### src/rtl/llm_req_arbiter_pkg.sv
// Shared definitions for the tag-lookup front-end arbiter.
//   llm_arb_state_e      : issue-register state (idle / offering to the pipe)
//   LLM_ARB_NUM_REQ      : default requester count
//   LLM_ARB_MAX_INFLIGHT : default number of pipeline lookup credits
package llm_req_arbiter_pkg;

  typedef enum logic {
    ARB_IDLE,
    ARB_OFFER
  } llm_arb_state_e;

  localparam int LLM_ARB_NUM_REQ      = 4;
  localparam int LLM_ARB_MAX_INFLIGHT = 8;

endpackage

### src/rtl/llm_prio_rr_pick.sv
// Combinational priority picker with round-robin tie-break.
// The highest priority among valid requesters wins; among equal-priority
// requesters, the first index at or after ptr (wrapping) wins.
// Ports:
//   valid [NUM_REQ]         : per-requester valid
//   prio  [NUM_REQ*PRIO_W]  : packed priorities, requester i in slice i
//   ptr   [IDX_W]           : round-robin start index
//   grant [NUM_REQ]         : one-hot winner (all zero when nothing valid)
//   idx   [IDX_W]           : winner index (0 when nothing valid)
module llm_prio_rr_pick
  import llm_req_arbiter_pkg::*;
#(
  parameter int  NUM_REQ = LLM_ARB_NUM_REQ,
  parameter int  PRIO_W  = 3,
  localparam int IDX_W   = $clog2(NUM_REQ)
) (
  input  logic [NUM_REQ-1:0]        valid,
  input  logic [NUM_REQ*PRIO_W-1:0] prio,
  input  logic [IDX_W-1:0]          ptr,
  output logic [NUM_REQ-1:0]        grant,
  output logic [IDX_W-1:0]          idx
);

  logic [PRIO_W-1:0] max_prio;
  logic              found;

  // An all-zero max is safe: a valid requester at priority 0 still matches it.
  always_comb begin
    max_prio = '0;
    for (int i = 0; i < NUM_REQ; i++) begin
      if (valid[i] && (prio[i*PRIO_W +: PRIO_W] > max_prio)) begin
        max_prio = prio[i*PRIO_W +: PRIO_W];
      end
    end
  end

  always_comb begin
    int j;
    j     = 0;
    found = 1'b0;
    grant = '0;
    idx   = '0;
    for (int k = 0; k < NUM_REQ; k++) begin
      j = int'(ptr) + k;
      if (j >= NUM_REQ) j = j - NUM_REQ;
      if (!found && valid[j] && (prio[j*PRIO_W +: PRIO_W] == max_prio)) begin
        found    = 1'b1;
        grant[j] = 1'b1;
        idx      = IDX_W'(j);
      end
    end
  end

endmodule

### src/rtl/llm_req_arbiter.sv
// Front-end scheduler for the tag-lookup pipeline. Arbitrates NUM_REQ
// requesters onto one registered issue port (priority + round-robin), and
// bounds in-flight lookups with a credit counter.
// Optional build macro LLM_ARB_AGING_EN: per-requester age counters promote a
// requester waiting AGE_THRESH cycles to the maximum priority.
// Ports:
//   clk, rst_n                       : clock, async active-low reset
//   req_valid/req_ready              : per-requester handshake (ready = capture)
//   req_addr/req_prio/req_txn_id     : packed per-requester payload
//   pipe_valid/pipe_ready            : issue handshake
//   pipe_addr/prio/txn_id/src        : issued payload and winning index
//   cpl_valid                        : pipeline returns one credit
//   credit_cnt                       : free credits
//   err_credit                       : sticky credit-overflow error
module llm_req_arbiter
  import llm_req_arbiter_pkg::*;
#(
  parameter int NUM_REQ      = LLM_ARB_NUM_REQ,
  parameter int ADDR_W       = 64,
  parameter int PRIO_W       = 3,
  parameter int TXN_W        = 16,
  parameter int MAX_INFLIGHT = LLM_ARB_MAX_INFLIGHT,
  parameter int AGE_THRESH   = 15
) (
  input  logic                               clk,
  input  logic                               rst_n,
  input  logic [NUM_REQ-1:0]                 req_valid,
  output logic [NUM_REQ-1:0]                 req_ready,
  input  logic [NUM_REQ*ADDR_W-1:0]          req_addr,
  input  logic [NUM_REQ*PRIO_W-1:0]          req_prio,
  input  logic [NUM_REQ*TXN_W-1:0]           req_txn_id,
  output logic                               pipe_valid,
  input  logic                               pipe_ready,
  output logic [ADDR_W-1:0]                  pipe_addr,
  output logic [PRIO_W-1:0]                  pipe_prio,
  output logic [TXN_W-1:0]                   pipe_txn_id,
  output logic [$clog2(NUM_REQ)-1:0]         pipe_src,
  input  logic                               cpl_valid,
  output logic [$clog2(MAX_INFLIGHT+1)-1:0]  credit_cnt,
  output logic                               err_credit
);

  localparam int IDX_W = $clog2(NUM_REQ);
  localparam int CNT_W = $clog2(MAX_INFLIGHT+1);
  localparam logic [CNT_W-1:0] CREDIT_MAX = CNT_W'(MAX_INFLIGHT);

  llm_arb_state_e              state, state_nxt;
  logic [IDX_W-1:0]            rr_ptr;
  logic [IDX_W-1:0]            win_idx;
  logic [NUM_REQ-1:0]          win_grant;
  logic [NUM_REQ*PRIO_W-1:0]   eff_prio;
  logic                        cap;
  logic                        cpl_ok;
  logic [CNT_W-1:0]            credit_q;
  logic                        err_q;
  logic [ADDR_W-1:0]           addr_p1;
  logic [PRIO_W-1:0]           prio_p1;
  logic [TXN_W-1:0]            txn_p1;
  logic [IDX_W-1:0]            src_p1;

`ifdef LLM_ARB_AGING_EN
  localparam int AGE_W = $clog2(AGE_THRESH+1);
  localparam logic [AGE_W-1:0] AGE_MAX = AGE_W'(AGE_THRESH);

  logic [AGE_W-1:0] age_q [NUM_REQ];

  function automatic logic [AGE_W-1:0] age_sat_inc(input logic [AGE_W-1:0] a);
    return (a >= AGE_MAX) ? a : a + 1'b1;
  endfunction

  // A requester ages only while it is asking and not being captured.
  always_ff @(posedge clk or negedge rst_n) begin
    if (!rst_n) begin
      for (int i = 0; i < NUM_REQ; i++) age_q[i] <= '0;
    end else begin
      for (int i = 0; i < NUM_REQ; i++) begin
        if (!req_valid[i] || req_ready[i]) age_q[i] <= '0;
        else                               age_q[i] <= age_sat_inc(age_q[i]);
      end
    end
  end

  always_comb begin
    eff_prio = req_prio;
    for (int i = 0; i < NUM_REQ; i++) begin
      if (age_q[i] == AGE_MAX) eff_prio[i*PRIO_W +: PRIO_W] = '1;
    end
  end
`else
  logic unused_age_cfg;
  assign unused_age_cfg = (AGE_THRESH != 0);
  assign eff_prio       = req_prio;
`endif

  llm_prio_rr_pick #(
    .NUM_REQ (NUM_REQ),
    .PRIO_W  (PRIO_W)
  ) u_pick (
    .valid (req_valid),
    .prio  (eff_prio),
    .ptr   (rr_ptr),
    .grant (win_grant),
    .idx   (win_idx)
  );

  // A new request may enter the issue register when it is empty or being
  // drained this cycle, and a credit is available.
  assign cap       = ((state == ARB_IDLE) || pipe_ready) && (credit_q != '0) && (|req_valid);
  assign req_ready = cap ? win_grant : '0;
  assign cpl_ok    = cpl_valid && (credit_q != CREDIT_MAX);

  always_comb begin
    state_nxt = state;
    case (state)
      ARB_IDLE:  if (cap) state_nxt = ARB_OFFER;
      ARB_OFFER: if (pipe_ready && !cap) state_nxt = ARB_IDLE;
    endcase
  end

  always_ff @(posedge clk or negedge rst_n) begin
    if (!rst_n) begin
      state    <= ARB_IDLE;
      rr_ptr   <= '0;
      credit_q <= CREDIT_MAX;
      err_q    <= 1'b0;
    end else begin
      state <= state_nxt;
      if (cap) rr_ptr <= (int'(win_idx) == NUM_REQ-1) ? '0 : win_idx + 1'b1;
      if (cap && !cpl_ok)      credit_q <= credit_q - 1'b1;
      else if (!cap && cpl_ok) credit_q <= credit_q + 1'b1;
      if (cpl_valid && (credit_q == CREDIT_MAX)) err_q <= 1'b1;
    end
  end

  // Stage p1: registered issue payload, held until accepted by the pipe.
  always_ff @(posedge clk or negedge rst_n) begin
    if (!rst_n) begin
      addr_p1 <= '0;
      prio_p1 <= '0;
      txn_p1  <= '0;
      src_p1  <= '0;
    end else if (cap) begin
      addr_p1 <= req_addr[int'(win_idx)*ADDR_W +: ADDR_W];
      prio_p1 <= req_prio[int'(win_idx)*PRIO_W +: PRIO_W];
      txn_p1  <= req_txn_id[int'(win_idx)*TXN_W +: TXN_W];
      src_p1  <= win_idx;
    end
  end

  assign pipe_valid  = (state == ARB_OFFER);
  assign pipe_addr   = addr_p1;
  assign pipe_prio   = prio_p1;
  assign pipe_txn_id = txn_p1;
  assign pipe_src    = src_p1;
  assign credit_cnt  = credit_q;
  assign err_credit  = err_q;

endmodule

### config.mk
export PLATFORM = sky130hd
export DESIGN_NAME = llm_req_arbiter
export DESIGN_NICKNAME = d
export VERILOG_FILES = /design/src/rtl/llm_req_arbiter_pkg.sv /design/src/rtl/llm_prio_rr_pick.sv /design/src/rtl/llm_req_arbiter.sv
export SDC_FILE = /design/constraint.sdc
export NUM_CORES = 1
export LEC_CHECK = 0
export ABC_AREA = 1
export BUFFER_PORTS_ARGS = -buffer_cell sky130_fd_sc_hd__buf_2
export CORE_AREA = 10 10 159 161
export CTS_BUF_LIST = sky130_fd_sc_hd__clkbuf_8
export DETAILED_ROUTE_END_ITERATION = 8
export DIE_AREA = 0 0 169 171
export PLACE_DENSITY = 0.75
export SETUP_SLACK_MARGIN = 0.5
export SLEW_MARGIN = 20
export SYNTH_ARGS = -nofsm -noshare
export SYNTH_HDL_FRONTEND = slang
export SYNTH_HIERARCHICAL = 1
export SYNTH_SLANG_ARGS = --single-unit
### constraint.sdc
create_clock -name clk -period 15.55 [get_ports clk]
set_clock_uncertainty 0.1 [all_clocks]
set_input_delay 3.11 -clock clk [delete_from_list [all_inputs] [get_ports clk]]
set_output_delay 3.11 -clock clk [all_outputs]
set_load 0.1 [all_outputs]
# --- After elaboration in Yosys (flattened, before gate mapping) ---
# Cells that the tools add are included.
totals:
  ff_bits: 93
  in_bits: 340
  output_inout_bits: 95
  word_cells: 134
op_classes:
  add_sub_neg: 10
  mul: 5
  n_lt_le_gt_ge: 16
  n_eq_ne: 7
  n_shift: 7
  muxes: 46
  n_bitwise: 4
  reduce_logical: 31
ops:
  columns: ["operator", "n"]
  rows:
  - ["256-bit by 9-bit variable part select with 64-bit output", 1]
  - ["32-bit by 1-bit greater-or-equal comparator with 1-bit output (second input constant)", 4]
  - ["32-bit by 4-bit < comparator with 1-bit output (second input constant)", 4]
  - ["32-bit by 3-bit multiplier with 32-bit output (second input constant)", 4]
  - ["32-bit 2-to-1 mux", 4]
  - ["12-bit by 32-bit variable part select with 3-bit output", 4]
  - ["32-bit by 4-bit greater-or-equal comparator with 1-bit output (second input constant)", 3]
  - ["32-bit by 4-bit subtractor with 32-bit output (second input constant)", 3]
  - ["64-bit by 7-bit variable part select with 16-bit output", 1]
  - ["4-bit 2-to-1 mux", 7]
  - ["1-bit logical AND", 22]
  - ["1-bit 2-to-1 mux", 17]
  - ["3-bit equality test", 4]
  - ["3-bit 2-to-1 mux", 4]
  - ["4-bit OR", 3]
  - ["12-bit by 5-bit variable part select with 3-bit output", 1]
  - ["2-bit 2-to-1 mux", 5]
  - ["3-bit greater-than comparator", 3]
  - ["1-bit binary-select mux with 2-bit select", 4]
  - ["1-bit demux with 2-bit select", 4]
  - ["2-bit by 2-bit adder with 3-bit output (second input constant)", 2]
  - ["1-bit zero test", 5]
  - ["4-bit by 1-bit adder with 4-bit output (second input constant)", 1]
  - ["4-bit equality test (second input constant)", 1]
  - ["15 further kinds", 15]

# --- Depth between registers and ports, before layout ---
logic_depth:
  word_depth: 29
  mapped_depth: 43
  ltp_nobuf: 40

# --- Modules after synthesis ---
# Netlist, hierarchy kept.
by_module_without_submodules:
  columns: ["module", "instances", "cells_per_inst", "area_per_inst_um2", "seq_area_each_um2"]
  rows:
  - ["llm_req_arbiter", 1, 900, 5973.2, 2328.5]
  - ["llm_prio_rr_pick", 1, 471, 2319.7, 0.0]

# --- Worst setup path before layout ---
# No wires, ideal clock.
synth_path:
  path_type: "input to output"
  startpoint: "input port req_prio[0]"
  endpoint: "output port req_ready[1]"
  t_arrival_ns: 7.777
  t_required_ns: 12.340
  setup_slack_ns: 4.563
  path_stages: 33
  path_buffers: 1
  path_cell_list: "nor2_1 nand2_1 nand3_1 inv_1 ha_1 nand3_1 nand2_1 inv_1 nand3_1 and2_1 ha_1 nand2_1 o21ai_2 nand2_2 nand3_1 nand2_1 ha_1 a21oi_1 o21ai_1 nand2_1 inv_1 nand2_1 nand2_1 nor2_1 nor2_2 nand2_2 nor2_4 nor2_4 buf_6 nand3_1 nand3_1 inv_1 nor2_1"
synth_between:
  elab_chain_cells: 28
  elab_cells_between_ends: 41
  cone_classes: "order compare (4); eq/ne (4); shift (4); mux (12); bitwise (3); reduce/logical (14)"
synth_lines:
  columns: ["item", "line", "rtl"]
  rows:
  - ["start, declared", "llm_req_arbiter.sv:30", "input logic [NUM_REQ*PRIO_W-1:0] req_prio,"]
  - ["3-bit by 1-bit greater-than comparator with 1-bit output", "llm_prio_rr_pick.sv:31", "if (valid[i] && (prio[i*PRIO_W +: PRIO_W] > max_prio)) begin"]
  - ["1-bit logical AND", "llm_prio_rr_pick.sv:31", null]
  - ["3-bit 2-to-1 mux", "llm_prio_rr_pick.sv:31", null]
  - ["3-bit greater-than comparator", "llm_prio_rr_pick.sv:31", null]
  - ["1-bit logical AND", "llm_prio_rr_pick.sv:31", null]
  - ["3-bit 2-to-1 mux", "llm_prio_rr_pick.sv:31", null]
  - ["3-bit greater-than comparator", "llm_prio_rr_pick.sv:31", null]
  - ["1-bit logical AND", "llm_prio_rr_pick.sv:31", null]
  - ["[11 not listed]", null, null]
  - ["1-bit zero test", "llm_prio_rr_pick.sv:46", "if (!found && valid[j] && (prio[j*PRIO_W +: PRIO_W] == max_prio)) begin"]
  - ["1-bit logical AND (2 in series)", "llm_prio_rr_pick.sv:46", null]
  - ["1-bit 2-to-1 mux", "llm_prio_rr_pick.sv:46", null]
  - ["1-bit zero test", "llm_prio_rr_pick.sv:46", null]
  - ["1-bit logical AND (2 in series)", "llm_prio_rr_pick.sv:46", null]
  - ["4-bit 2-to-1 mux *", "llm_prio_rr_pick.sv:46", null]
  - ["net win_grant[1]", "llm_req_arbiter.sv:50", "logic [NUM_REQ-1:0] win_grant;"]
  - ["4-bit 2-to-1 mux *", "llm_req_arbiter.sv:109", "assign req_ready = cap ? win_grant : '0;"]
  - ["end, declared", "llm_req_arbiter.sv:28", "output logic [NUM_REQ-1:0] req_ready,"]
# Mark *: on every way through the listed nets, which the timed path passes. The rest lies on a longest branch.

# --- Worst setup path in the final report ---
layout_path:
  startpoint: "input port req_prio[0]"
  endpoint: "output port req_ready[0]"
# The elaborated chain is that of the path after synthesis.

==> impl_results.md <==
* CTS Buf Count at 9
* Hold buffer count at cts at 0
* Initial Utilization at 37.31%
* EDFF count, synth at 0
* Setup ws final at 4.578 ns
* Most Frequent Cell on Critical Path: nand2_1
* Worst R2R Setup Slack at 9.18 ns
* Vias in the first global route at 10,280
* Final Slew Violations at 0
* Gr usage total at 25.62%
* Drt pass-1 iters at 6
* RR Endpoint: pipe_addr[25]$_DFFE_PN0P_
* GP Congestion at roughly 1
* Die Ht at 171 um
* Slowest-stage cell, CP: buf_2
* Post-DP HPWL at roughly 30,000 um
* Filler Cells Inserted at ~2,400
* Final core utilization at 47.69%
* Row cnt at 55
* Part of the Yosys area used for sequential elements at 28.08%
* Multi-input logic area at 0.005155 sq mm
* Syn Area/Cell at 6.049 sq um
* Asr flop ratio synth at 100.0%
* # setup viols final at 0
* Input/output buffers at 434
* Slew margin rel. at 32.67%
* Die ar. at 0.02890 sq mm
* CP Launch Type: primary input
* Tightest Pin Transition at 1.010 ns
* Reg area at 0.002328 sq mm
* CTS Buffer Depth at 2
* Dpl ws at 4.640 ns
* Hold path depth at 2
* Initial antenna violation count at 7
* Mapped Nets at 1,733
* Via/cell ratio at ~5.3
* Pin count of the biggest net entering global routing at 97
* Layout cells sized above 1 at approximately 28%
* Setup TNS Final at 0 ns
* Hold Path Origin: pipe_addr[62]$_DFFE_PN0P_
* Clock transition at path regs at 0.09 ns
* Area Growth Syn to Fin at 27.82%
* Critical Path Fanout Max at 11
* Max H-tree Level at 3
* DRT iter0 DRCs at 995
* Sink Count at 93
* Synth warn at 6
* Final hold vios at 0
* Clk Latency, worst-skew pair at 0.37 ns
* DRC at 0
* Floorplan core area at 0.02223 sq mm
* Number of gates resized after cts at 0
* CP Launch Point: req_prio[0]
* Reg2reg start: rr_ptr[1]$_DFFE_PN0P_
* CP Capture Type: output port
* Worst Hold Class: register to register
* Routed Antenna Nets at 0
* Fmax at 91.14 MHz
* Worst EP required at 12.34 ns
* Max cap viols at 0
* WL per Instance at 19.27 um
* Die Width at 169 um
* Unique cell type count in the Yosys netlist at 38
* Arrival @ worst endpoint at 7.76 ns
* Routed WL at 39,190 um
* Placed instance count at 2,010
* Status: complete, no violations
* Final Critical Period at 10.97 ns
* Top FF cell, synth: dfrtp_1
* Flops & latches, synth at 93
* R2R depth at 22
* Hold EP: pipe_addr[62]$_DFFE_PN0P_
* Total number of vias at approximately 11,000
* Root Driver: clkbuf_8
* Period utilization at a little over two thirds
* Ports at roughly 440
* CTS tree: done
* Layout Cells excl Fill at 2,034
* WS Path Type: primary input to output port
* Unrepaired setup endpoints after global routing: false
* Remaining Overflow, GRT at 0
* First-pass GRT wire length at 59,300 um
* Worst path max stage delay at 0.45 ns
* Synthesized area at 0.008293 sq mm
* Number of setup buffers added after CTS at 0
* Total Nets Final at 2,098
* Post-synthesis cell count at 1,371
## placed cells by master, fill, tap and decap left out, types with 2 or more instances in the layout
cell type	instances
a21oi_1	10
and2_1	3
buf_2	433
buf_4	11
clkbuf_8	10
dfrtp_1	92
diode_2	8
ha_1	22
inv_1	68
inv_2	7
inv_4	2
inv_6	2
nand2_1	469
nand2_2	11
nand3_1	103
nand3_2	3
nand4_1	3
nor2_1	193
nor2_2	2
nor2_4	4
o211ai_1	3
o21ai_0	134
o21ai_1	53
o21ai_2	2
o22ai_1	83
xor2_1	2
## worst max-delay path by stage
stage / to / slack [ns] / depth (start not counted)
after floorplan: req_ready[1] / 4.56 / 33
after global placement: req_ready[0] / 4.77 / 35
after detailed placement: req_ready[0] / 4.64 / 35
after CTS: req_ready[0] / 4.63 / 35
after global routing: req_ready[1] / 4.04 / 35
final: req_ready[0] / 4.58 / 34
## Yosys cell counts (all sizes together), types with 2 or more instances
cell / count / area (sq um)
nor2: 200 / 802.0
a21oi: 10 / 50.05
nand4: 3 / 18.77
nand3: 107 / 558.0
inv: 75 / 286.5
ha: 22 / 275.3
o211ai: 3 / 22.52
clkbuf: 34 / 127.6
nand2: 481 / 1833
xor2: 2 / 17.52
o21ai: 189 / 953.4
o22ai: 83 / 519.3
dfrtp: 92 / 2302
buf: 56 / 404.1
and2: 3 / 18.77
## flip-flops by register name (all words and copies together), names as in the netlist
name	cells
credit_cnt	4
err_credit	1
pipe_addr	64
pipe_prio	3
pipe_src	2
pipe_txn_id	16
pipe_valid	1
rr_ptr	2
## stage by stage
step           hold WS [ns]  instance area (sq um)
5_1_grt              0.4015                  10600
3_5_place_dp         0.3601                  10380
6_report             0.3819                  10600
2_1_floorplan        0.4765                   8293
3_3_place_gp         0.3579                  10380
4_1_cts              0.3846                  10580
## cells by family (layout without fill, tap and decap cells)
group	Yosys count	after routing	share of synthesized area [%]
xor gates and xnor gates	3	3	0.3169
adders and majority gates	22	22	3.319
buffers and inverters	166	536	9.913
other	1	9	0.04522
and+or+nand+nor	797	797	39.33
AOI/OAI and AO/OA	289	289	19.00
DFF	93	93	28.08
## area by class of cell
class / instances / share of cell area (%)
antenna: 8 / 0.1889
clock buffer: 10 / 1.298
clock inverter: 6 / 0.5902
inverter: 76 / 2.738
multi-input combinational: 1112 / 48.63
sequential: 93 / 21.97
tap: 285 / 3.364
timing repair buffer: 444 / 21.22
## per-layer routing
layer / wire (um) / global-route usage [%] / vias up / share of wire [%]
met5: 0 / 0 / - / 0
met4: 935 / 7.129 / 0 / 2.4
li1: - / - / 5224 / -
met1: 15490 / 32.22 / 4996 / 40
met3: 3723 / 7.433 / 65 / 9.5
met2: 19040 / 41.87 / 540 / 49
## critical path, delay by kind of cell
kind	cells	cell delay, ns
adder cells (fa/ha/maj)	3	0.88
buffers and inverters	6	0.96
AND/OR/NAND/NOR	22	2.36
AO/OA/AOI/OAI	3	0.45
Power is not shown: default switching activity piles up to over one toggle a cycle in this logic, so the estimate is an artifact.
